File: src/rtl/core_ctrl_pkg.sv
// Shared definitions for the core_ctrl sequencer: state codes, inst field
// positions and the idle instruction word.
package core_ctrl_pkg;

  localparam int ADDR_W = 11;
  localparam int INST_W = 35;

  localparam logic [3:0] S_IDLE = 4'd0;
  localparam logic [3:0] S_WRD  = 4'd1;
  localparam logic [3:0] S_WTL  = 4'd2;
  localparam logic [3:0] S_WLD  = 4'd3;
  localparam logic [3:0] S_WST  = 4'd4;
  localparam logic [3:0] S_ARD  = 4'd5;
  localparam logic [3:0] S_ATL  = 4'd6;
  localparam logic [3:0] S_AEX  = 4'd7;
  localparam logic [3:0] S_DRN  = 4'd8;
  localparam logic [3:0] S_DN   = 4'd9;

  localparam int B_MODE     = 34;
  localparam int B_PCEN     = 32;
  localparam int B_PWEN     = 31;
  localparam int B_PADDR_HI = 30;
  localparam int B_PADDR_LO = 20;
  localparam int B_XCEN     = 19;
  localparam int B_XWEN     = 18;
  localparam int B_XADDR_HI = 17;
  localparam int B_XADDR_LO = 7;
  localparam int B_OFIFO_RD = 6;
  localparam int B_IFIFO_WR = 5;
  localparam int B_IFIFO_RD = 4;
  localparam int B_L0_WR    = 3;
  localparam int B_L0_RD    = 2;
  localparam int B_EXEC     = 1;
  localparam int B_LOAD     = 0;

  // Both memories deselected, addresses zero, no strobes, mode bit clear.
  localparam logic [INST_W-1:0] INST_IDLE = 35'h1_800C_0000;

  function automatic logic [INST_W-1:0] make_inst(
    input logic              mode,
    input logic              psum_we,
    input logic [ADDR_W-1:0] psum_addr,
    input logic              xmem_rd,
    input logic [ADDR_W-1:0] xmem_addr,
    input logic [6:0]        ctl
  );
    logic [INST_W-1:0] w;
    w = INST_IDLE;
    w[B_MODE] = mode;
    w[B_PCEN] = ~psum_we;
    w[B_PWEN] = ~psum_we;
    w[B_PADDR_HI:B_PADDR_LO] = psum_we ? psum_addr : {ADDR_W{1'b0}};
    w[B_XCEN] = ~xmem_rd;
    w[B_XWEN] = 1'b1;
    w[B_XADDR_HI:B_XADDR_LO] = xmem_rd ? xmem_addr : {ADDR_W{1'b0}};
    w[B_OFIFO_RD:B_LOAD] = ctl;
    return w;
  endfunction

endpackage

File: src/rtl/core_ctrl.sv
// Weight-stationary tile sequencer: drives the registered 35-bit inst word of
// the accelerator core through weight load, execute and PSUM drain phases.
module core_ctrl
  import core_ctrl_pkg::*;
#(
  parameter int row    = 8,
  parameter int col    = 8,
  parameter int addr_w = 11
) (
  input  logic              clk,
  input  logic              reset,
  input  logic              start,
  input  logic              mode,
  input  logic [addr_w-1:0] w_base,
  input  logic [addr_w-1:0] x_base,
  input  logic [addr_w-1:0] x_len,
  input  logic [addr_w-1:0] psum_base,
  input  logic              ofifo_valid,
  output logic              ready,
  output logic              busy,
  output logic              done,
  output logic [34:0]       inst
);

  localparam logic [addr_w-1:0] CNT_ZERO = {addr_w{1'b0}};
  localparam logic [addr_w-1:0] CNT_ONE  = {{(addr_w-1){1'b0}}, 1'b1};
  localparam logic [addr_w-1:0] COL_LAST = addr_w'(col - 1);
  localparam logic [addr_w-1:0] WST_LAST = addr_w'(row + col - 1);

  logic [3:0]        state_r, state_s;
  logic [addr_w-1:0] n_r, n_s;
  logic [addr_w-1:0] rd_cnt_r, rd_cnt_s;
  logic [addr_w-1:0] wr_cnt_r, wr_cnt_s;
  logic              mode_r, mode_s;
  logic [addr_w-1:0] w_base_r, w_base_s;
  logic [addr_w-1:0] x_base_r, x_base_s;
  logic [addr_w-1:0] x_len_r, x_len_s;
  logic [addr_w-1:0] psum_base_r, psum_base_s;
  logic [34:0]       inst_r, inst_s;
  logic              ready_r, busy_r, done_r;
  logic              accept_s;
  logic              xmem_rd_now_s, ofifo_rd_now_s, psum_we_now_s;
  logic              xmem_rd_s, ofifo_rd_s, psum_we_s;
  logic [addr_w-1:0] xmem_addr_s, psum_addr_s;
  logic [6:0]        ctl_s;

  // What the current cycle's inst is doing; the next word's delayed strobes derive from it.
  assign xmem_rd_now_s  = ~inst_r[B_XCEN] & inst_r[B_XWEN];
  assign ofifo_rd_now_s = inst_r[B_OFIFO_RD];
  assign psum_we_now_s  = ~inst_r[B_PCEN];
  assign accept_s       = (state_r == S_IDLE) & start;

  // Next state, counters, latched config and the next inst word.
  always_comb begin
    state_s     = state_r;
    n_s         = n_r;
    rd_cnt_s    = rd_cnt_r;
    wr_cnt_s    = wr_cnt_r;
    mode_s      = mode_r;
    w_base_s    = w_base_r;
    x_base_s    = x_base_r;
    x_len_s     = x_len_r;
    psum_base_s = psum_base_r;

    case (state_r)
      S_IDLE: begin
        if (accept_s) begin
          state_s     = S_WRD;
          n_s         = CNT_ZERO;
          rd_cnt_s    = CNT_ZERO;
          wr_cnt_s    = CNT_ZERO;
          mode_s      = mode;
          w_base_s    = w_base;
          x_base_s    = x_base;
          x_len_s     = x_len;
          psum_base_s = psum_base;
        end else begin
          state_s = S_IDLE;
        end
      end
      S_WRD: begin
        if (n_r == COL_LAST) begin
          state_s = S_WTL;
          n_s     = CNT_ZERO;
        end else begin
          n_s = n_r + CNT_ONE;
        end
      end
      S_WTL: begin
        state_s = S_WLD;
        n_s     = CNT_ZERO;
      end
      S_WLD: begin
        if (n_r == COL_LAST) begin
          state_s = S_WST;
          n_s     = CNT_ZERO;
        end else begin
          n_s = n_r + CNT_ONE;
        end
      end
      S_WST: begin
        if (n_r == WST_LAST) begin
          state_s = (x_len_r == CNT_ZERO) ? S_DN : S_ARD;
          n_s     = CNT_ZERO;
        end else begin
          n_s = n_r + CNT_ONE;
        end
      end
      S_ARD: begin
        if (n_r == x_len_r - CNT_ONE) begin
          state_s = S_ATL;
          n_s     = CNT_ZERO;
        end else begin
          n_s = n_r + CNT_ONE;
        end
      end
      S_ATL: begin
        state_s = S_AEX;
        n_s     = CNT_ZERO;
      end
      S_AEX: begin
        if (n_r == x_len_r - CNT_ONE) begin
          state_s = S_DRN;
          n_s     = CNT_ZERO;
        end else begin
          n_s = n_r + CNT_ONE;
        end
      end
      S_DRN: begin
        // wr_cnt_r already counts the write on inst now, so this is the last one.
        if (psum_we_now_s && (wr_cnt_r == x_len_r)) begin
          state_s = S_DN;
        end else begin
          state_s = S_DRN;
        end
      end
      S_DN:    state_s = S_IDLE;
      default: state_s = S_IDLE;
    endcase

    xmem_rd_s   = (state_s == S_WRD) || (state_s == S_ARD);
    xmem_addr_s = (state_s == S_WRD) ? (w_base_s + n_s) :
                  (state_s == S_ARD) ? (x_base_s + n_s) : CNT_ZERO;
    ofifo_rd_s  = (state_s == S_DRN) && ofifo_valid && (rd_cnt_r < x_len_s);
    psum_we_s   = (state_s == S_DRN) && ofifo_rd_now_s;
    psum_addr_s = psum_base_s + wr_cnt_r;
    rd_cnt_s    = rd_cnt_s + (ofifo_rd_s ? CNT_ONE : CNT_ZERO);
    wr_cnt_s    = wr_cnt_s + (psum_we_s ? CNT_ONE : CNT_ZERO);

    ctl_s = 7'd0;
    ctl_s[B_OFIFO_RD] = ofifo_rd_s;
    ctl_s[B_L0_WR]    = xmem_rd_now_s;
    ctl_s[B_L0_RD]    = (state_s == S_WLD) || (state_s == S_AEX);
    ctl_s[B_EXEC]     = (state_s == S_AEX);
    ctl_s[B_LOAD]     = (state_s == S_WLD);

    inst_s = make_inst(mode_s, psum_we_s, psum_addr_s, xmem_rd_s, xmem_addr_s, ctl_s);
  end

  // State, counters, configuration and all outputs registered.
  always_ff @(posedge clk or negedge reset) begin
    if (!reset) begin
      state_r     <= S_IDLE;
      n_r         <= CNT_ZERO;
      rd_cnt_r    <= CNT_ZERO;
      wr_cnt_r    <= CNT_ZERO;
      mode_r      <= 1'b0;
      w_base_r    <= CNT_ZERO;
      x_base_r    <= CNT_ZERO;
      x_len_r     <= CNT_ZERO;
      psum_base_r <= CNT_ZERO;
      inst_r      <= INST_IDLE;
      ready_r     <= 1'b1;
      busy_r      <= 1'b0;
      done_r      <= 1'b0;
    end else begin
      state_r     <= state_s;
      n_r         <= n_s;
      rd_cnt_r    <= rd_cnt_s;
      wr_cnt_r    <= wr_cnt_s;
      mode_r      <= mode_s;
      w_base_r    <= w_base_s;
      x_base_r    <= x_base_s;
      x_len_r     <= x_len_s;
      psum_base_r <= psum_base_s;
      inst_r      <= inst_s;
      ready_r     <= (state_s == S_IDLE);
      busy_r      <= (state_s != S_IDLE);
      done_r      <= (state_s == S_DN);
    end
  end

  assign inst  = inst_r;
  assign ready = ready_r;
  assign busy  = busy_r;
  assign done  = done_r;

endmodule

File: config.mk
export PLATFORM = sky130hd
export DESIGN_NAME = core_ctrl
export DESIGN_NICKNAME = d
export VERILOG_FILES = /design/src/rtl/core_ctrl_pkg.sv /design/src/rtl/core_ctrl.sv
export SDC_FILE = /design/constraint.sdc
export NUM_CORES = 1
export LEC_CHECK = 0
export CORE_MARGIN = 2
export CORE_UTILIZATION = 30
export DETAILED_ROUTE_END_ITERATION = 8
export PLACE_DENSITY = 0.52
export SYNTH_ARGS = -nofsm -noshare
export SYNTH_HDL_FRONTEND = slang
export SYNTH_SLANG_ARGS = --single-unit
File: constraint.sdc
create_clock -name clk -period 5.95 [get_ports clk]
set_input_delay 1.19 -clock clk [delete_from_list [all_inputs] [get_ports clk]]
set_output_delay 1.19 -clock clk [all_outputs]
set_load 0.01 [all_outputs]
# After elaboration in Yosys (flattened, before gate mapping)
# Cells that the tools add are included.
dict set report word_totals {
  out_inout_bits 38
  input_bits 49
  regBits 116
}
dict set report op_classes {
  n_lt_le_gt_ge 1
  n_addsub 7
  n_reduce_logical 13
  mux 34
  n_eq_ne 18
  bitwise_logic 5
}
# operator n
set ops {}
lappend ops {{11-bit 2-to-1 mux} 20}
lappend ops {{11-bit case mux with 5 select lines} 1}
lappend ops {{4-bit case mux with 9 select lines} 1}
lappend ops {{11-bit adder} 3}
lappend ops {{4-bit by 3-bit equality test with 1-bit output, second input constant} 6}
lappend ops {{4-bit 2-to-1 mux} 6}
lappend ops {{11-bit by 1-bit adder with 11-bit output} 2}
lappend ops {{11-bit equality test} 2}
lappend ops {{4-bit by 2-bit equality test with 1-bit output, second input constant} 3}
lappend ops {{4-bit equality test, second input constant} 3}
lappend ops {{11-bit by 1-bit adder with 11-bit output, second input constant} 1}
lappend ops {{11-bit by 3-bit equality test with 1-bit output, second input constant} 1}
lappend ops {{11-bit by 4-bit equality test with 1-bit output, second input constant} 1}
lappend ops {{11-bit zero test} 1}
lappend ops {{11-bit less-than comparator} 1}
lappend ops {{11-bit by 1-bit subtractor with 11-bit output, second input constant} 1}
lappend ops {{4-bit by 1-bit equality test with 1-bit output, second input constant} 2}
lappend ops {{4-bit zero test} 2}
lappend ops {{1-bit 2-to-1 mux} 6}
lappend ops {{2-bit OR reduction} 3}
lappend ops {{1-bit logical AND} 4}
lappend ops {{1-bit NOT} 4}
lappend ops {{4-bit nonzero test} 1}
lappend ops {{1-bit logical OR} 2}
lappend ops {{1-bit bitwise AND} 1}

# Longest topological paths before layout
dict set report depth {
  word_depth 9
  depth_mapped 21
  depth_no_buf 21
}

# Worst setup path after synthesis
# No wires, ideal clock.
dict set report synth_timing {
  kind {register -> register}
  startpoint {register x_len_r[0]}
  endpoint {register inst_r[17], in the netlist inst[17]}
  arrival_time_ns 4.507
  setup_time_ns 0.121
  period_less_slack_ns 4.628
  path_stages_with_launch 21
  setup_slack_ns 1.322
  n_path_buf 0
  t_required_ns 5.829
  path_cell_list {dfrtp_1 > inv_1 > ha_1 > nor3b_1 > nor4b_2 > or4_1 > nand3_1 > nand4_2 > a21o_1 > mux2_2 > ha_1 > fa_1 > a21o_1 > a21oi_1 > o21bai_1 > a2111o_1 > a31o_2 > a21oi_1 > xnor2_1 > xor2_1 > a22o_1}
}
dict set report synth_via {
  elab_chain_cells 8
  elab_cells_between_ends 21
}
# item line
set synth_lines {}
lappend synth_lines {{start, declared} core_ctrl.sv:37} ;# logic [addr_w-1:0] x_len_r, x_len_s;
lappend synth_lines {{start signal, assigned} core_ctrl.sv:184} ;# x_len_r <= x_len_s;
lappend synth_lines {{11-bit by 1-bit subtractor with 11-bit output (*)} {core_ctrl.sv:110, core_ctrl.sv:122}}
lappend synth_lines {{11-bit equality test (*)} {core_ctrl.sv:110, core_ctrl.sv:122}}
lappend synth_lines {{11-bit 2-to-1 mux (*)} {core_ctrl.sv:110, core_ctrl.sv:122}}
lappend synth_lines {{11-bit case mux with 5 select lines (*)} core_ctrl.sv:65} ;# case (state_r)
lappend synth_lines {{named net n_s[0]} core_ctrl.sv:31} ;# logic [addr_w-1:0] n_r, n_s;
lappend synth_lines {{11-bit adder} core_ctrl.sv:143} ;# (state_s == S_ARD) ? (x_base_s + n_s) : CNT_ZERO;
lappend synth_lines {{11-bit 2-to-1 mux} core_ctrl.sv:143}
lappend synth_lines {{11-bit 2-to-1 mux (*)} core_ctrl.sv:142} ;# xmem_addr_s = (state_s == S_WRD) ? (w_base_s + n_s) :
lappend synth_lines {{11-bit 2-to-1 mux (*)} core_ctrl_pkg.sv:55} ;# w[B_XADDR_HI:B_XADDR_LO] = xmem_rd ? xmem_addr : {ADDR_W{1'b0}};
lappend synth_lines {{named net inst_s[17]} core_ctrl.sv:39} ;# logic [34:0] inst_r, inst_s;
lappend synth_lines {{end signal, assigned} core_ctrl.sv:186} ;# inst_r <= inst_s;
lappend synth_lines {{end, declared} core_ctrl.sv:39}
# The timed path passes the listed nets; every way through them passes the cells marked *.

# Worst setup path after layout
dict set report layout_timing {
  startpoint {register n_r[0]}
  endpoint {register inst_r[17], in the netlist inst[17]}
}
dict set report layout_via {
  elab_chain_cells 7
  elab_cells_between_ends 23
}
# item line
set layout_lines {}
lappend layout_lines {{start, declared} core_ctrl.sv:31}
lappend layout_lines {{start signal, assigned} core_ctrl.sv:178} ;# n_r <= n_s;
lappend layout_lines {{11-bit by 1-bit adder with 11-bit output, or another cell as far along} --}
lappend layout_lines {{11-bit 2-to-1 mux (on tied branches)} --}
lappend layout_lines {{11-bit case mux with 5 select lines (*)} core_ctrl.sv:65}
lappend layout_lines {{named net n_s[2]} core_ctrl.sv:31}
lappend layout_lines {{11-bit adder} core_ctrl.sv:143}
lappend layout_lines {{11-bit 2-to-1 mux} core_ctrl.sv:143}
lappend layout_lines {{11-bit 2-to-1 mux (*)} core_ctrl.sv:142}
lappend layout_lines {{11-bit 2-to-1 mux (*)} core_ctrl_pkg.sv:55}
lappend layout_lines {{named net inst_s[17]} core_ctrl.sv:39}
# Marks and branches as above.

==> results.md <==
* Area share of fa/ha/maj cells after synthesis at 0.0967
* Main synth FF type: dfrtp_1
* Total grt overflow at 0
* EDFF count, synth at 0
* PwrDens at 404 mW/mm^2
* Slew @ Worst Pin at 1.08 ns
* Status: finished clean
* Startpoint types: flop
* XOR/XNOR Fraction of Synth Area at 0.0913
* Cells after Synth at 693
* Initial DRC count at 276
* Critical path required time at 6.26 ns
* Slew HR at 0.278
* Clk_lat worst skew at 0.42 ns
* Number of CTS-inserted buffers at 17
* Simple-gate share of the synthesized area at 0.188
* Post-route DRC at 0
* Worst reg2reg startpoint: n_r[0]
* IO Count at 87
* GR Util All Layers at 0.143
* Final GP Congestion at 0.778
* CORE AREA at 0.0217 sq mm
* Htree depth at 4
* Reg2reg setup slack at 0.59 ns
* Hold_buf cts at 0
* Setup Skew at 0.00898 ns
* WL/cell at 14.7 um
* Clk root buf: clkbuf_16
* Layout cells sized above 1 at 0.0761
* Cell row count at 54
* Hpwl dp at 11300 um
* Avg Inst Size Synth at 9.49 sq um
* Sequential area share after synthesis at 0.434
* Overall Power at 0.00336 W
* CTS tree: built
* Max Cap Viol at 0
* Synth cell types at 67
* Max FO, Critical Path at 6
* Reg2Reg Capture Point: inst[17]
* Yosys top cell area share at 0.422
* Ant diodes at 0
* Initial antenna violation count at 0
* Vias at 4991
* Compound-Gate Fraction of Synth Area at 0.118
* Buffers on Ports at 82
* Area delta synth->final at 26.2%
* Worst vdd ir at 0.000161 V
* Warnings, synthesis at 0
* Ranking of synthesized cells by area: dfrtp_1 (42%), ha_1 (8.8%), nand2_1 (7.4%)
* Setup_tns at 0 ns
* Leakage at 3.98 nW
* Vias in the first global route at 5134
* Highest clock rate at 186 MHz
* Register bit total from synthesis at 114
* Global-route wire length before repair at 26300 um
* Mux cell area share after synthesis at 0.0247
* Routed Antenna Nets at 0
* RSZ-0062 raised after global routing: false
* CP endpoint: inst[17]
* Worst Setup SP: n_r[0]
* Reg2reg path depth at 19
* Count of TritonRoute iterations in the first routing pass at 5
* Min Clock Period, post-route at 5.36 ns
* Largest family of logic cells by synthesized area: simple AND/OR/NAND/NOR gates
* Initial core utilization at 0.303
* Setup-failing EPs final at 0
* Final Slew Violations at 0
* Largest net degree at the start of global routing at 69
* Clock Tree Buf Depth at 2
* Synth async-reset ratio at 1.00
* Layout Nets at 873
* Area leader, netlist: dfrtp_1
* Final wirelength at 15700 um
* CP Class: reg -> reg
* Die H at 152 um
* Hold Crit Class: reg -> reg
* Final-report hold violation count at 0
* Die area at 0.0231 sq mm
* Post-CTS Resized at 0
* Number of setup buffers added after CTS at 0
* Cell area after synthesis at 0.00658 sq mm
* Tcrit/Tclk final at 0.901
* Num Clock Sinks at 114
* Arr. time, crit path at 5.67 ns
* Clock transition at the registers of the reported paths at 0.05 ns
* Drt via density at 4.67
* Setup crit end kind: flop
* Width of the die at 152 um
cells by family (layout without fill, tap and decap cells):
family / count (synthesis) / in the layout
simple gates: 260 / 260
compound gates: 117 / 117
flops: 114 / 114
buf+inv: 68 / 161
xor+xnor: 67 / 67
fa+ha+maj: 49 / 49
mux: 16 / 16
other cells: 2 / 4
cell usage in the layout, fill, tap and decap left out, types with 6 or more instances in the layout:
master / synthesis / routed
xor2_1: 35 / 35
a21o_1: 9 / 9
nand3_1: 17 / 17
nor2_1: 40 / 40
dfrtp_1: 111 / 111
mux2i_1: 14 / 14
and3_1: 7 / 7
clkbuf_16: 0 / 17
a31oi_1: 6 / 6
nor4_1: 7 / 7
o21bai_1: 8 / 8
o21ai_0: 26 / 26
nand2_1: 130 / 130
or3_1: 6 / 6
buf_4: 6 / 11
nor3_1: 13 / 13
inv_1: 37 / 37
ha_1: 46 / 46
xnor2_1: 31 / 31
clkdlybuf4s50_1: 0 / 81
a22o_1: 12 / 12
a21oi_1: 29 / 29
synth_stat cells, types with 2 or more instances:
cell type and n:
buf_4 6, a211oi_1 2, or4_1 3, ha_1 46, clkbuf_1 17, nor3_1 13, conb_1 2, nand4_1 5
nor4_1 7, nor3b_1 4, dfstp_2 3, a21o_1 9, mux2_2 2, mux2i_1 14, fa_1 3, nor2_1 40
nor2b_1 3, o31ai_1 3, inv_1 37, buf_2 6, nand2b_1 4, a22o_1 12, a21oi_1 29, and2_1 5
a221oi_1 2, or3_1 6, nor3b_2 3, a41o_1 2, xnor2_1 31, a21boi_0 2, nand3b_1 2, a31oi_1 6
buf_6 2, dfrtp_1 111, nand2_1 130, o21ai_0 26, nand3_1 17, xor2_1 35, and3_1 7, o21bai_1 8
o211ai_1 2
worst max-delay path, cell delays in order (launching register included):
cell and delay (ns):
dfrtp_1 0.43, ha_1 0.26, nor4bb_1 0.16, and3_1 0.24, nor3b_1 0.72, nand2_1 0.16
nand2_1 0.14, a21o_1 0.21, nand2_1 0.07, o21ai_0 0.44, ha_1 0.37, nor2b_1 0.14
o21ai_0 0.26, a21boi_0 0.17, o21ai_0 0.27, a21oi_1 0.17, or4_1 0.47, and3_1 0.18
xor2_1 0.14, a22o_1 0.24
how the worst min path moves through the flow:
stage / from / endpoint / cells after the start
3_3_place_gp: inst[19] / inst[3] / 1
5_1_grt: inst[19] / inst[3] / 1
6_report: inst[19] / inst[3] / 1
2_1_floorplan: inst[19] / inst[3] / 1
4_1_cts: inst[19] / inst[3] / 1
3_5_place_dp: inst[19] / inst[3] / 1
metal layers:
layer,share of wire,wire (um),track usage
met1,0.50,7850,0.192
met2,0.46,7180,0.224
met3,0.030,472,0.0399
met4,0.012,187,0.0441
met5,0,0,0
sequential cells by signal, indices dropped and copies added, names as in the netlist:
signal,cells
x_base_r,11
inst,30
ready,1
wr_cnt_r,11
done,1
x_len_r,11
busy,1
n_r,11
state_r,4
w_base_r,11
rd_cnt_r,11
psum_base_r,11
metrics by stage:
| stage | area (sq um) | instances | util | setup slack, ns | hold WS (ns) |
|---|---|---|---|---|---|
| finish | 8300 | 1068 | 0.383 | 0.586 | 0.444 |
| detailed placement | 7670 | 1036 | 0.354 | 0.649 | 0.433 |
| CTS | 8300 | 1068 | 0.383 | 0.668 | 0.447 |
| global placement | 7670 | 1036 | 0.354 | 0.738 | 0.422 |
| floorplan | 6580 | 695 | - | 1.32 | 0.440 |
| global route | 8300 | 1068 | 0.383 | 0.0820 | 0.459 |
report_power, final:
| group | leakage, nW | total [W] | switching [W] | internal (W) |
|---|---|---|---|---|
| Combinational | 2.18 | 0.00122 | 0.000660 | 0.000562 |
| Clock | 0.303 | 0.00108 | 0.000374 | 0.000711 |
| Sequential | 1.50 | 0.00105 | 0.000118 | 0.000932 |
| Total | 3.98 | 0.00336 | 0.00115 | 0.00220 |
final cells by class:
type,count,area (sq um)
Sequential cell,114,2860
Fill cell,2152,13400
Tap cell,280,350
Multi-Input combinational cell,513,3430
Timing Repair Buffer,92,893
Clock buffer,19,443
Inverter,37,139
Clock inverter,13,185
Power figures use the tool's default switching activity.
